File: config.mk
export PLATFORM = sky130hd
export DESIGN_NAME = dcache_controller
export DESIGN_NICKNAME = d
export VERILOG_FILES = /design/src/rtl/dcache_pkg.sv /design/src/rtl/dcache_controller.sv
export SDC_FILE = /design/constraint.sdc
export NUM_CORES = 1
export LEC_CHECK = 0
export ABC_AREA = 0
export CAP_MARGIN = 5
export CORE_AREA = 4 4 204 206
export CTS_CLUSTER_SIZE = 16
export DETAILED_ROUTE_END_ITERATION = 10
export DIE_AREA = 0 0 208 210
export PLACE_DENSITY = 0.63
export SYNTH_ARGS = -nofsm -noshare
export SYNTH_HDL_FRONTEND = slang
export SYNTH_SLANG_ARGS = --single-unit
File: constraint.sdc
create_clock -name clock -period 4.7 [get_ports clock]
set_clock_uncertainty 0.2 [all_clocks]
set_input_delay 0.94 -clock clock [delete_from_list [all_inputs] [get_ports clock]]
set_output_delay 0.94 -clock clock [all_outputs]
set_load 0.03 [all_outputs]
File: src/rtl/dcache_pkg.sv
// Shared definitions for the data-cache controller.
//   - address split constants (8-byte line, index above the offset, tag on top)
//   - controller state encoding and memory bus command encoding
//   - request latch record
package dcache_pkg;

  localparam int OFFSET_W          = 3;
  localparam int BLOCK_W           = 64;
  localparam int DCACHE_INDEX_SIZE = 5;
  localparam int DCACHE_TAG_SIZE   = 64 - DCACHE_INDEX_SIZE - OFFSET_W;
  localparam int LINE_W            = 64 - OFFSET_W;
  localparam int INDEX_LSB         = OFFSET_W;
  localparam int TAG_LSB           = OFFSET_W + DCACHE_INDEX_SIZE;

  typedef enum logic [2:0] {
    IDLE,
    LOOKUP,
    WRITEBACK,
    FILL_REQ,
    WAIT_FILL,
    RESP
  } dcache_ctrl_state_t;

  typedef enum logic [1:0] {
    BUS_NONE  = 2'd0,
    BUS_LOAD  = 2'd1,
    BUS_STORE = 2'd2
  } bus_cmd_t;

  // Request as latched in IDLE; line is the byte address without the offset.
  typedef struct packed {
    logic               is_store;
    logic [LINE_W-1:0]  line;
    logic [BLOCK_W-1:0] data;
    logic [3:0]         id;
  } dcache_req_t;

endpackage

File: src/rtl/dcache_controller.sv
// Blocking data-cache controller between the LSQ and the cache array.
// One request in flight; the LSQ is stalled via lsq_req_ready outside IDLE.
// Ports:
//   clock, reset                 : clock, synchronous active-high reset
//   lsq_req_*                    : request in (valid/is_store/addr/data/id), ready out
//   lsq_resp_*                   : one-cycle completion (valid/id/data)
//   index_out, tag_out           : address split of the latched request to the array
//   read_enable, write_enable    : array strobes (load / store)
//   write_data_out               : latched store data to the array
//   store_to_memory_enable       : clears victim dirty bit when the writeback is accepted
//   data_is_valid/dirty/miss     : array lookup result (same cycle as strobe)
//   data_out, victim_tag         : array read data (registered), replacement way tag
//   proc2mem_command/addr        : memory request (NONE/LOAD/STORE, line address)
//   mem2proc_response/tag        : memory grant tag / data-return tag
module dcache_controller
  import dcache_pkg::*;
#(
  parameter int INDEX_W = DCACHE_INDEX_SIZE,
  parameter int TAG_W   = DCACHE_TAG_SIZE
) (
  input  logic               clock,
  input  logic               reset,
  input  logic               lsq_req_valid,
  input  logic               lsq_req_is_store,
  input  logic [63:0]        lsq_req_addr,
  input  logic [63:0]        lsq_req_data,
  input  logic [3:0]         lsq_req_id,
  output logic               lsq_req_ready,
  output logic               lsq_resp_valid,
  output logic [3:0]         lsq_resp_id,
  output logic [63:0]        lsq_resp_data,
  output logic [INDEX_W-1:0] index_out,
  output logic [TAG_W-1:0]   tag_out,
  output logic               read_enable,
  output logic               write_enable,
  output logic [63:0]        write_data_out,
  output logic               store_to_memory_enable,
  input  logic               data_is_valid,
  input  logic               data_is_dirty,
  input  logic               data_is_miss,
  input  logic [63:0]        data_out,
  input  logic [TAG_W-1:0]   victim_tag,
  output logic [1:0]         proc2mem_command,
  output logic [63:0]        proc2mem_addr,
  input  logic [3:0]         mem2proc_response,
  input  logic [3:0]         mem2proc_tag
);

  dcache_ctrl_state_t state, state_n;
  dcache_req_t        req_q;
  logic [TAG_W-1:0]   victim_q;
  logic [3:0]         pend_tag;
  bus_cmd_t           cmd;
  logic               hit;
  logic               granted;
  logic               unused_offset;

  // Offset bits select a byte inside the single-word line; nothing uses them.
  assign unused_offset = ^lsq_req_addr[OFFSET_W-1:0];

  assign hit     = data_is_valid && !data_is_miss;
  assign granted = (mem2proc_response != 4'd0);

  assign index_out        = req_q.line[INDEX_W-1:0];
  assign tag_out          = req_q.line[INDEX_W +: TAG_W];
  assign write_data_out   = req_q.data;
  assign proc2mem_command = cmd;

  // State register
  always_ff @(posedge clock) begin
    if (reset) state <= IDLE;
    else       state <= state_n;
  end

  // Request latch, victim tag and outstanding fill tag
  always_ff @(posedge clock) begin
    if (reset) begin
      req_q    <= '0;
      victim_q <= '0;
      pend_tag <= '0;
    end else begin
      if (state == IDLE && lsq_req_valid)
        req_q <= '{is_store: lsq_req_is_store, line: lsq_req_addr[63:OFFSET_W],
                   data: lsq_req_data, id: lsq_req_id};
      if (state == LOOKUP && !hit && data_is_dirty)
        victim_q <= victim_tag;
      // pend_tag only latches at the grant, so a return in the grant cycle can never match.
      if (state == FILL_REQ && granted)
        pend_tag <= mem2proc_response;
      if (state == RESP)
        pend_tag <= '0;
    end
  end

  // Next state
  always_comb begin
    state_n = state;
    unique case (state)
      IDLE:      if (lsq_req_valid) state_n = LOOKUP;
      LOOKUP: begin
        if (hit)                state_n = RESP;
        else if (data_is_dirty) state_n = WRITEBACK;
        else                    state_n = FILL_REQ;
      end
      // After the writeback the victim is clean, so a second lookup heads to FILL_REQ.
      WRITEBACK: if (granted) state_n = LOOKUP;
      FILL_REQ:  if (granted) state_n = WAIT_FILL;
      WAIT_FILL: if (pend_tag != 4'd0 && mem2proc_tag == pend_tag) state_n = RESP;
      RESP:      state_n = IDLE;
      default:   state_n = IDLE;
    endcase
  end

  // Outputs
  always_comb begin
    lsq_req_ready          = 1'b0;
    lsq_resp_valid         = 1'b0;
    lsq_resp_id            = '0;
    lsq_resp_data          = '0;
    read_enable            = 1'b0;
    write_enable           = 1'b0;
    store_to_memory_enable = 1'b0;
    cmd                    = BUS_NONE;
    proc2mem_addr          = '0;
    unique case (state)
      IDLE: lsq_req_ready = 1'b1;
      LOOKUP: begin
        read_enable  = !req_q.is_store;
        write_enable = req_q.is_store;
      end
      WRITEBACK: begin
        cmd                    = BUS_STORE;
        proc2mem_addr          = {victim_q, index_out, {OFFSET_W{1'b0}}};
        store_to_memory_enable = granted;
      end
      // The strobe is repeated so the array records the grant tag for the fill.
      FILL_REQ: begin
        cmd           = BUS_LOAD;
        proc2mem_addr = {req_q.line, {OFFSET_W{1'b0}}};
        read_enable   = !req_q.is_store;
        write_enable  = req_q.is_store;
      end
      RESP: begin
        lsq_resp_valid = 1'b1;
        lsq_resp_id    = req_q.id;
        lsq_resp_data  = req_q.is_store ? 64'd0 : data_out;
      end
      default: ;
    endcase
  end

endmodule

* Word-level counts from Yosys, hierarchy flattened
Cells that the tools add are included.
Storage, ports and cells: bits in registers 193, bits of input ports 267, output and inout bits 264, logic and storage cells 49
Cells by class: equality and inequality tests 10, multiplexer cells 17, reduce and logical (&&, ||, !) cells 15
Operator list (number):
- 64-bit two-way mux | 2
- 64-bit one-hot mux with 2 select lines | 1
- 3-bit two-way mux | 5
- 3-bit one-hot mux with 5 select lines | 1
- 2-bit != test (second input constant) | 4
- 4-bit nonzero test | 2
- 3-bit by 2-bit == test with 1-bit output (second input constant) | 2
- 3-bit == test (second input constant) | 2
- 1-bit logical AND | 6
- 1-bit two-way mux | 6
- 4-bit == test | 1
- 4-bit two-way mux | 1
- 2-bit one-hot mux with 2 select lines | 1
- 4-bit AND reduction | 1
- 2-bit OR reduction | 2
- 3-bit by 1-bit == test with 1-bit output (second input constant) | 1
- 1-bit zero test | 3
- 3-bit zero test | 1

* Depth between registers and ports, before layout
depth in word-level cells 5, mapped depth 7, mapped depth without buffers 4

* Worst setup path after synthesis
OpenSTA, ideal clock, no wires.
path type input port to output port, start input mem2proc_response[3], end output store_to_memory_enable, arrival time 1.656 ns, required time 3.560 ns, setup slack 1.904 ns, stages on the path 2, buffers on the path 0, cell sequence nor4_1 nor3_1
On the way: cells in the longest elaborated chain, start to end 2
Ends and longest elaborated chain:
- start, declared | RTL line dcache_controller.sv:45 | input logic [3:0] mem2proc_response,
- 4-bit nonzero test | RTL line dcache_controller.sv:62 | assign granted = (mem2proc_response != 4'd0);
- 1-bit two-way mux | RTL line dcache_controller.sv:125 | unique case (state)
- end, declared | RTL line dcache_controller.sv:37 | output logic store_to_memory_enable,
Every way passes these cells.

* Final worst setup path
start register state[2], end output lsq_resp_data[60]
On the way: cells in the longest elaborated chain, start to end 2
Ends and longest elaborated chain:
- start, declared | RTL line dcache_controller.sv:49 | dcache_ctrl_state_t state, state_n;
- start signal, assigned | RTL line dcache_controller.sv:72 | else state <= state_n;
- 3-bit == test | RTL line dcache_controller.sv:125
- 64-bit two-way mux | RTL line dcache_controller.sv:125
- end, declared | RTL line dcache_controller.sv:31 | output logic [63:0] lsq_resp_data,
Every way passes these cells.

==> results.md <==
* Worst-case reg-to-reg path depth at 6
* Global routing usage summed across all routing layers at 0.158
* Share of Yosys cell area claimed by the top area cell type at 0.423
* Endpoint of the worst hold-timing path: req_q[3]
* Cell Pwr Density at 305 nW/µm²
* Pins Over Slew Limit at 0
* Top cells by count, synth: 374 x nand2_1, 193 x dfxtp_1, 186 x a21oi_1
* Top-level port count at 531
* Power Internal at 2.98 mW
* DR WL/cell at 17.4 µm
* Core region area at 39600 µm²
* Critical register-to-register path endpoint: req_q[0]
* Yosys warning total at 0
* Library cell contributing the largest single delay on the critical path: dfxtp_1
* Sort of element at the end of the critical path: output port
* Total gr overflow at 0
* Power dissipated by switching net loads at 1.41 mW
* Setup Crit Path Kind: reg -> out
* Maximum vdd drop at 259 µV
* Initial drt markers at 299
* Switching portion of total power at 0.321
* Sequential-to-total area share from yosys stat at 0.423
* CTS hold repair buffers at 0
* Placer Congestion at 0.949
* Highest cell delay on the worst timing path at 0.76 ns
* Clock latency at the later pin of the worst-skew pair at 0.45 ns
* Clock tree from TritonCTS: done
* Flip-flop and latch count after synthesis at 193
* Startpoint of the worst hold path: req_q[3]
* Total leakage power at 5.02 nW
* Antenna violation net count after detailed routing at 0
* Critical Path Fanout Max at 64
* Highest attainable clock frequency at 0.248 GHz
* First-pass GRT wire length at 53600 µm
* Die span in x at 208 µm
* Worst Max-Slew Pin Slew at 0.896 ns
* Row Count at 73
* CP Data Arrival Time at 2.89 ns
* Post-DP HPWL at 27200 µm
* Clk network pwr share at 0.307
* Post-synthesis area per instance at 7.63 µm²
* Die area at 43700 µm²
* Register-to-register setup slack at 2.08 ns
* Crit path required time at 3.56 ns
* Count of unique library cells instantiated by Yosys at 31
* Run status: completed
* Largest net degree at the start of global routing at 108
* Final count of hold timing violations at 0
* Cells taking the most area after synthesis: dfxtp_1 42%, nand2_1 15%, buf_4 11%
* Sum of routed wire length over all layers at 36300 µm
* Share of post-route cells with drive strength above 1 at 0.0327
* Clock tree root buffer cell: clkbuf_16
* Port Buffer Count at 524
* Critical-path cell list: nand2_1, nor3_4, buf_4, and2_1, clkdlybuf4s50_1
* Power share of the sequential group at 0.421
* Share of the clock period used by the worst path after layout at 0.856
* Crit path launch type: flip-flop
* Max_cap viols at 0
* Hold Path Cell Cnt at 2
* Headroom to the max-slew limit at 0.403
* Post-synthesis cell count at 1198
* Signed area change from the synthesized netlist to the final layout at 57.1%
* Hold/Removal Path Class: reg -> reg
* Count of clock tree sinks at 193
* Setup violators final at 0
* Deepest level of the CTS H-tree at 4
* 1st-pass router iterations at 7
* Fraction of power consumed by combinational cells at 0.272
* Total via count in the routed design at 9045
* Post-synth EDFFs at 0
* Post-CTS sizing at 0
* Share of async-settable or async-resettable flops after synthesis at 0
* Fin crit period at 4.03 ns
* Clk buf depth at 2
* Initial antenna violation count at 3
* Final core occ at 0.362
* Clk slew on worst S/H paths at 0.07 ns
* Leading cell type by number of instances after synthesis: nand2_1
* Number of buffers added for setup after CTS at 0
* Initial Utilization at 0.231
* Most frequently used flop master after synthesis: dfxtp_1
* NumNets Final at 1814
* Post-synthesis instance area at 9140 µm²
* Largest area contributor in the netlist: dfxtp_1
* RSZ-0062 raised after global routing: no
* DRC violations left at 0
* Fin Setup TNS at 0 ns
* Via density per instance at 4.33
* Fill cell count at 4098
* Die H at 210 µm
* Vias in the first global route at 9027
* FF-to-FF Start: state[0]
* Number of buffers created by CTS at 17
## layout by cell type (no fill, tap or decap), types with 2 or more instances in the layout
master and n:
a211oi_1 2, a21oi_1 186, a22oi_1 6, and2_1 70
and3_1 4, buf_12 4, buf_4 12, clkbuf_1 6
clkbuf_16 17, clkdlybuf4s50_1 523, clkinv_2 2, clkinvlp_4 5
conb_1 3, dfxtp_1 192, diode_2 2, mux2i_1 56
nand2_1 373, nand2b_1 2, nor2_1 65, nor2b_1 4
nor3_1 4, o2111ai_1 2, xor2_1 2
## per-layer routing
metal / GRT usage / routed length, µm
met4: 0.0822 / 1530
met5: 0 / 0
met3: 0.0528 / 2690
met2: 0.280 / 18400
met1: 0.169 / 13700
## metrics by stage
step | hold WS [ns] | power, mW | cells | instance area (µm²) | setup slack (ns)
after floorplan | 0.232 | 2.63 | 1200 | 9150 | 1.90
after global placement | 0.241 | 3.08 | 2053 | 13800 | 0.952
after detailed placement | 0.246 | 3.09 | 2053 | 13800 | 0.933
after CTS | 0.256 | 4.47 | 2085 | 14400 | 0.568
after global routing | 0.267 | 4.62 | 2087 | 14400 | 0.403
final | 0.251 | 4.39 | 2087 | 14400 | 0.675
## cells by family (layout without fill, tap and decap cells)
family | after synthesis | in the layout | share of synthesized area
flip-flops | 193 | 193 | 0.423
other | 1 | 5 | 0.000410
multiplexers | 56 | 56 | 0.0613
buffers and inverters | 213 | 573 | 0.154
XOR/XNOR | 3 | 3 | 0.00287
AO/OA/AOI/OAI | 199 | 199 | 0.113
AND/OR/NAND/NOR | 533 | 533 | 0.246
## registers in the layout, indices dropped and copies added, names as in the netlist
register	cells
write_data_out	64
tag_out	56
victim_q	56
index_out	5
req_q	5
pend_tag	4
state	3
## power groups by stage
stage | Combinational (mW) | Sequential, mW | Clock (mW)
after detailed placement | 1.21 | 1.88 | 0
after global routing | 1.28 | 1.86 | 1.47
after floorplan | 0.781 | 1.85 | 0
final | 1.19 | 1.85 | 1.35
after global placement | 1.20 | 1.88 | 0
after CTS | 1.21 | 1.85 | 1.41
## final cells by class
class / instances / area, µm² / area share
Timing Repair Buffer: 540 / 5420 / 0.377
Multi-Input combinational cell: 794 / 3900 / 0.271
Clock buffer: 24 / 462 / 0.0321
Antenna cell: 2 / 5.00 / 0.000348
Clock inverter: 8 / 56.3 / 0.00392
Sequential cell: 193 / 3870 / 0.269
Inverter: 1 / 3.75 / 0.000261
Tap cell: 525 / 657 / 0.0457
## how the worst max path moves through the flow
stage                          from                endpoint  slack [ns]  cells past startpoint
4_1_cts                    state[2]       lsq_resp_data[60]        0.57                      5
2_1_floorplan  mem2proc_response[3]  store_to_memory_enable        1.90                      2
5_1_grt                    state[2]       lsq_resp_data[60]        0.40                      5
6_report                   state[2]       lsq_resp_data[60]        0.67                      5
3_3_place_gp   mem2proc_response[0]  store_to_memory_enable        0.95                      5
3_5_place_dp   mem2proc_response[0]  store_to_memory_enable        0.93                      5
## critical path: cells and delay by family (launching register included)
family,cells,cell delay (ns)
flip-flops,1,0.76
AND/OR/NAND/NOR,3,0.58
buffers and inverters,2,1.08
(Power assumes the default switching activity.)
